--- config.mk ---
export PLATFORM = sky130hd
export DESIGN_NAME = pb_press_ctrl
export DESIGN_NICKNAME = d
export VERILOG_FILES = /design/src/rtl/pb_press_ctrl.sv
export SDC_FILE = /design/constraint.sdc
export NUM_CORES = 1
export LEC_CHECK = 0
export ABC_AREA = 1
export BUFFER_PORTS_ARGS = -buffer_cell sky130_fd_sc_hd__buf_2
export CAP_MARGIN = 20
export CORE_UTILIZATION = 50
export DETAILED_ROUTE_END_ITERATION = 8
export MAX_ROUTING_LAYER = met4
export PLACE_DENSITY = 0.7
export SETUP_SLACK_MARGIN = 0.4
export SLEW_MARGIN = 20
export SYNTH_ARGS = -nofsm -noshare
export SYNTH_HDL_FRONTEND = slang
export SYNTH_SLANG_ARGS = --single-unit
--- constraint.sdc ---
create_clock -name clk -period 1.33 [get_ports clk]
set_input_delay 0.1995 -clock clk [delete_from_list [all_inputs] [get_ports clk]]
set_output_delay 0.1995 -clock clk [all_outputs]
set_load 0.01 [all_outputs]
--- src/rtl/pb_press_ctrl.sv ---
// pb_press_ctrl: push-button gesture controller (sync, debounce, short/long/double press strobes)
// Ports:
//   clk          in  system clock, rising edge
//   rst_n        in  asynchronous active-low reset
//   PB           in  raw button, asynchronous, 1 = released, 0 = pressed
//   held         out debounced level, high while a press is accepted
//   short_press  out one-cycle strobe, completed press shorter than LONG_CYCLES
//   long_press   out one-cycle strobe, press held LONG_CYCLES cycles (fires while held)
//   double_press out one-cycle strobe, two short presses within DBL_WINDOW
// Build option: define DOUBLE_PRESS_EN to enable double-press detection (WAIT2 state);
//   without it short_press fires at release debounce and double_press is tied 0.
module pb_press_ctrl #(
  parameter int DB_CYCLES   = 4,
  parameter int LONG_CYCLES = 20,
  parameter int DBL_WINDOW  = 10
) (
  input  logic clk,
  input  logic rst_n,
  input  logic PB,
  output logic held,
  output logic short_press,
  output logic long_press,
  output logic double_press
);
  localparam int DW = $clog2(DB_CYCLES + 1);
  localparam int HW = $clog2(LONG_CYCLES + 1);
  localparam logic [DW-1:0] DB_LAST   = DW'(DB_CYCLES - 1);
  localparam logic [HW-1:0] HOLD_LAST = HW'(LONG_CYCLES - 1);
  localparam logic [HW-1:0] HOLD_MAX  = HW'(LONG_CYCLES);
  typedef enum logic [2:0] {
    IDLE, PRESS_DB, HELD, REL_DB
`ifdef DOUBLE_PRESS_EN
    , WAIT2
`endif
  } state_t;
  state_t state, state_n;
  logic pb_m, pb_s;
  logic [DW-1:0] db_cnt, db_cnt_n;
  logic [HW-1:0] hold_cnt, hold_cnt_n;
  logic long_fired, long_fired_n, short_n, long_n;
`ifdef DOUBLE_PRESS_EN
  localparam int WW = $clog2(DBL_WINDOW + 1);
  localparam logic [WW-1:0] WIN_LAST = WW'(DBL_WINDOW - 1);
  localparam logic [WW-1:0] WIN_MAX  = WW'(DBL_WINDOW);
  logic [WW-1:0] win_cnt, win_cnt_n;
  logic second, second_n, double_n;
`else
  localparam int unused_dbl_window = DBL_WINDOW;
  assign double_press = 1'b0;
`endif
  always_ff @(posedge clk or negedge rst_n)
    if (!rst_n) {pb_m, pb_s} <= 2'b11;
    else {pb_m, pb_s} <= {PB, pb_m};
  always_ff @(posedge clk or negedge rst_n)
    if (!rst_n) begin
      state       <= IDLE;
      db_cnt      <= '0;
      hold_cnt    <= '0;
      long_fired  <= 1'b0;
      held        <= 1'b0;
      short_press <= 1'b0;
      long_press  <= 1'b0;
`ifdef DOUBLE_PRESS_EN
      win_cnt      <= '0;
      second       <= 1'b0;
      double_press <= 1'b0;
`endif
    end else begin
      state       <= state_n;
      db_cnt      <= db_cnt_n;
      hold_cnt    <= hold_cnt_n;
      long_fired  <= long_fired_n;
      held        <= state_n == HELD || state_n == REL_DB;
      short_press <= short_n;
      long_press  <= long_n;
`ifdef DOUBLE_PRESS_EN
      win_cnt      <= win_cnt_n;
      second       <= second_n;
      double_press <= double_n;
`endif
    end
  always_comb begin
    state_n      = state;
    db_cnt_n     = db_cnt;
    hold_cnt_n   = hold_cnt;
    long_fired_n = long_fired;
    short_n      = 1'b0;
    long_n       = 1'b0;
`ifdef DOUBLE_PRESS_EN
    win_cnt_n = win_cnt;
    second_n  = second;
    double_n  = 1'b0;
`endif
    case (state)
      IDLE:
        if (!pb_s) begin
          state_n  = PRESS_DB;
          db_cnt_n = '0;
        end
      PRESS_DB:
        if (pb_s)
`ifdef DOUBLE_PRESS_EN
          state_n = second ? WAIT2 : IDLE;
`else
          state_n = IDLE;
`endif
        else begin
          db_cnt_n = db_cnt + 1'b1;
          if (db_cnt == DB_LAST) begin
            state_n      = HELD;
            hold_cnt_n   = '0;
            long_fired_n = 1'b0;
          end
        end
      HELD: begin
        if (hold_cnt != HOLD_MAX) hold_cnt_n = hold_cnt + 1'b1;
        if (hold_cnt == HOLD_LAST && !long_fired) begin
          long_n       = 1'b1;
          long_fired_n = 1'b1;
`ifdef DOUBLE_PRESS_EN
          // a second press that turns long discards the pending short
          second_n = 1'b0;
`endif
        end
        if (pb_s) begin
          state_n  = REL_DB;
          db_cnt_n = '0;
        end
      end
      REL_DB:
        if (!pb_s) state_n = HELD;
        else begin
          db_cnt_n = db_cnt + 1'b1;
          if (db_cnt == DB_LAST) begin
            state_n = IDLE;
            if (!long_fired) begin
`ifdef DOUBLE_PRESS_EN
              double_n  = second;
              second_n  = !second;
              win_cnt_n = '0;
              state_n   = second ? IDLE : WAIT2;
`else
              short_n = 1'b1;
`endif
            end
          end
        end
`ifdef DOUBLE_PRESS_EN
      WAIT2: begin
        if (win_cnt != WIN_MAX) win_cnt_n = win_cnt + 1'b1;
        // a press on the expiry cycle wins over the pending short
        if (!pb_s) begin
          state_n  = PRESS_DB;
          db_cnt_n = '0;
        end else if (win_cnt >= WIN_LAST) begin
          short_n  = 1'b1;
          second_n = 1'b0;
          state_n  = IDLE;
        end
      end
`endif
      default: state_n = IDLE;
    endcase
  end
endmodule

## Word level (Yosys, flattened, before mapping)

Index checks and enable logic that the tools add are counted.

- Multiply operators: 0
- Bitwise gates (word level): 0
- Magnitude comparators: 0
- Divide/modulo/power cells: 0
- Shift operators: 0
- $add $sub $neg: 2
- Reductions and logical operators: 9
- Mux-type cells: 26
- Equality and inequality tests: 15

Operators with widths:

| kind | number |
|---|---|
| 3-bit 2-to-1 mux | 10 |
| 3-bit case mux with 4 select lines | 2 |
| 3-bit by 2-bit equality test with 1-bit output, second input constant | 5 |
| 5-bit 2-to-1 mux | 3 |
| 2-bit inequality test, second input constant | 7 |
| 5-bit case mux with 2 select lines | 1 |
| 1-bit 2-to-1 mux | 9 |
| 4-bit AND reduction | 2 |
| 5-bit by 1-bit adder with 5-bit output, second input constant | 1 |
| 5-bit equality test, second input constant | 1 |
| 5-bit inequality test, second input constant | 1 |
| 5-bit AND reduction | 1 |
| 4-bit nonzero test | 1 |
| 3-bit by 1-bit adder with 3-bit output, second input constant | 1 |
| 3-bit by 1-bit equality test with 1-bit output, second input constant | 1 |
| 3-bit logical NOT | 1 |
| 1-bit case mux with 2 select lines | 1 |
| 2-bit nonzero test | 1 |
| 1-bit logical AND | 1 |
| 1-bit logical NOT | 1 |
| 1-bit logical OR | 1 |

- Input bits: 3
- Memory bits (read-only): 0
- Bits in registers: 17
- Output and inout port bits: 4
- Word-level logic and storage cells: 61
- Bits in latches: 0
- Memories: 0
- RAM bits: 0

## Depth between registers and ports, before layout

- Depth after elaboration: 6
- Depth in mapped cells: 8
- Mapped depth without buffers: 8

## Least setup slack after synthesis

No wires, ideal clock.

- Path type: register to register
- From: register db_cnt[0]
- To: register hold_cnt[3]
- Data required time: 1.213 ns
- Cell stages (with the launch flop): 9
- Setup time: 0.117 ns
- Clock period less this slack: 1.233 ns
- Arrival: 1.117 ns
- Setup slack: 0.097 ns
- Path through: dfrtp_1 -> ha_1 -> ha_1 -> inv_1 -> nor2_1 -> nand2_2 -> nand2_2 -> nand2_1 -> nand2_1

- Longest elaborated chain between the ends: 3

RTL lines:

| what | line | RTL |
|---|---|---|
| start: declaration | 38 | `logic [DW-1:0] db_cnt, db_cnt_n;` |
| start signal: assignment | 70 | `db_cnt <= db_cnt_n;` |
| 3-bit by 2-bit equality test with 1-bit output | 109 | `if (db_cnt == DB_LAST) begin` |
| 2-bit inequality test (no source line) | n/a |  |
| 4-bit AND reduction (no source line) | n/a |  |
| end signal: assignment | 71 | `hold_cnt <= hold_cnt_n;` |
| end: declaration | 39 | `logic [HW-1:0] hold_cnt, hold_cnt_n;` |

Every way passes these cells.
A chain may end at the register's enable or synchronous reset.

## Worst setup path in the final report

- From: register db_cnt[1]
- To: register hold_cnt[4]

Same word-level chain as after synthesis.

==> summary.md <==
| Metric | Value |
|---|---|
| P&R area growth vs syn | 34.8% |
| Hold WC Path Type | in2async |
| CP endpoint kind | register |
| Top-level port count | 7 |
| Critical path class | reg2reg |
| Crit start category | register |
| VDD IR max | 0.923 mV |
| Post-Syn Area | about 850 sq um |
| Core Area | 1560 sq um |
| Most frequent cells in the layout | 18 x nand2_1, 13 x nand3_1, 12 x dfrtp_1, 11 x buf_4, 10 x inv_1 |
| Post-DP Area | ~910 sq um |
| Gr usage total | 20.7% |
| Via count | between 700 and 800 |
| Syn_area_per_cell | around 8.4 sq um |
| Warnings, synthesis | 0 |
| Fillers | around 120 |
| Vias in the first global route | between 600 and 700 |
| Gate Count Post-Synth | roughly 100 |
| Worst-path clk slew | 0.09 ns |
| Row cnt | 14 |
| Cells after DPL | 122 |
| Diodes inserted | 0 |
| Max_cap viols | 0 |
| Initial drt markers | 18 |
| First-pass GRT wire length | about 2.7 mm |
| Largest net degree at the start of global routing | 18 |
| WP buf/inv | 1 |
| Root buf cell | clkbuf_4 |
| Pleak | about 0.00057 uW |
| Die area | 1880 sq um |
| Final hold vios | 0 |
| Setup Total Neg Slack | 0 ns |
| Vias per inst | around 5.2 |
| RD Place Congestion | between 0.8 and 0.9 |
| Crit path max-delay family | flip-flops |
| Worst-skew pair later-pin latency | approximately 0.28 ns |
| Htree depth | 1 |
| Num Clock Sinks | 17 |
| Worst Path Required | between 1.5 and 2 ns |
| Port bufs | 5 |
| Fin crit period | ~1.2 ns |
| Max-slew violation count | 0 |
| Fin area | around 1200 sq um |
| Initial antenna violation count | 0 |
| CTS Buffer Depth | 2 |
| Fraction of layout cells with a size suffix above 1 | roughly two fifths |
| Count of nets after finishing | 132 |
| WL per Instance | between 10 and 15 microns |
| Total power | 882 uW |
| Most common cell after layout, fill and taps aside | nand2_1 |
| Antenna viol nets, final | 0 |
| Power density of the placed cells | around 770 nW/um^2 |
| Netlist cell types | 19 |
| Final setup vio count | 0 |
| Sequential fraction of the synthesis area | about half |
| Worst path max stage delay | 0.41 ns |
| Crit-path slowest cell | dfrtp_1 |
| TritonCTS Buffers | 3 |
| Fmax achieved | around 800 MHz |
| Routed WL | 1.79 mm |
| TritonCTS clock tree | yes |
| First drt pass iteration count | 6 |
| Clock skew | just over 0.004 ns |
| Crit path DAT | ~1.4 ns |
| Violated checks | design-rule violations |
| Status | finished with violations |
| Die H | 43.3 microns |
| Final HPWL DP | between 1 and 1.5 mm |
| Worst path cell trace | ha_4, ha_4, inv_4, nor2_4, nand2_4, nand2_4, nand2_1, nand2_1 |
| Die W | ~43 microns |
| Fin crit share | 93.7% |
| Flops & latches, synth | 17 |
| Layout Cells excl Fill | 139 |
| RSZ-0062 raised after global routing | true |
| Residual DRC count | 2 |
| GR Overflow Total | 0 |
| Max Fanout on Critical Path | 7 |
| Initial Util | 54.8% |
routing by layer:
layer / vias to the layer above / wire length, microns / GRT usage, %
met5: - / 0 / -
met1: 344 / 818 / 26.5
met2: 14 / 899 / 32.1
li1: 369 / - / -
met4: 0 / 12 / 5.63
met3: 2 / 63 / 6.25
registers in the layout, indices dropped and copies added (netlist names):
signal       cells
hold_cnt         5
db_cnt           3
state            3
held             1
long_fired       1
long_press       1
pb_m             1
pb_s             1
short_press      1
final timing paths:
check                                 startpoint                       to  slack [ns]  cells after the start
hold / removal                             rst_n       state[1]$_DFF_PN0_        0.35                      2
setup / recovery           db_cnt[1]$_DFFE_PN0P_  hold_cnt[4]$_DFFE_PN0P_        0.08                      8
hold reg to reg                   pb_m$_DFF_PN1_           pb_s$_DFF_PN1_        0.36                      0
setup reg to reg           db_cnt[1]$_DFFE_PN0P_  hold_cnt[4]$_DFFE_PN0P_        0.08                      8
max in group asynchronous                  rst_n           pb_m$_DFF_PN1_        0.66                      2
min in group clk                  pb_m$_DFF_PN1_           pb_s$_DFF_PN1_        0.36                      0
power breakdown:
part           leakage [uW]  internal (uW)  total (uW)  switching (uW)
Sequential         0.000222            531         543            11.9
Clock             0.0000150            117         260             144
Combinational      0.000332           31.7        78.3            46.6
Total              0.000569            679         882             202
cells in the mapped netlist (all sizes together):
| master | number | area [sq um] |
|---|---|---|
| dfrtp | 15 | 375 |
| o21ai | 4 | 20.0 |
| nor2 | 10 | 40.0 |
| dfstp | 2 | 52.6 |
| nand2 | 24 | 97.6 |
| buf | 2 | 12.5 |
| nand4 | 2 | 12.5 |
| nor3 | 4 | 25.0 |
| a211oi | 1 | 7.51 |
| ha | 5 | 62.6 |
| inv | 14 | 52.6 |
| conb | 1 | 3.75 |
| nand3 | 17 | 85.1 |
| o21bai | 1 | 7.51 |
stage by stage:
step	hold WS (ns)	utilization [%]	setup WS, ns
finish	0.352	73.9	0.0844
global route	0.366	73.9	0.0217
CTS	0.00122	68.1	0.0505
detailed placement	0.131	58.3	0.0570
global placement	0.127	58.3	0.0827
floorplan	-0.0961	-	0.155
cell type report:
type	instances	area, sq um	area share, %
Timing Repair Buffer	18	128	11.1
Clock buffer	4	26.3	2.28
Inverter	14	55.1	4.78
Multi-Input combinational cell	70	492	42.7
Sequential cell	17	432	37.5
Tap cell	16	20.0	1.74
cell families after synthesis:
kind of cell | count (synthesis) | share of synthesized area (%)
buffers and inverters | 16 | 7.61
and+or+nand+nor | 57 | 30.5
AOI/OAI and AO/OA | 6 | 4.10
adders and majority gates | 5 | 7.32
DFF | 17 | 50.1
other | 1 | 0.439
repair_timing:
action                                 in CTS  in global routing
gates resized for setup                    13                 17
endpoints found under the hold margin      15                  1
pin swaps                                   7                  8
setup buffers                               9                  2
setup endpoints to repair                  17                 17
hold buffers                                1                  1
Note: power is estimated with default switching activity, not from simulation.
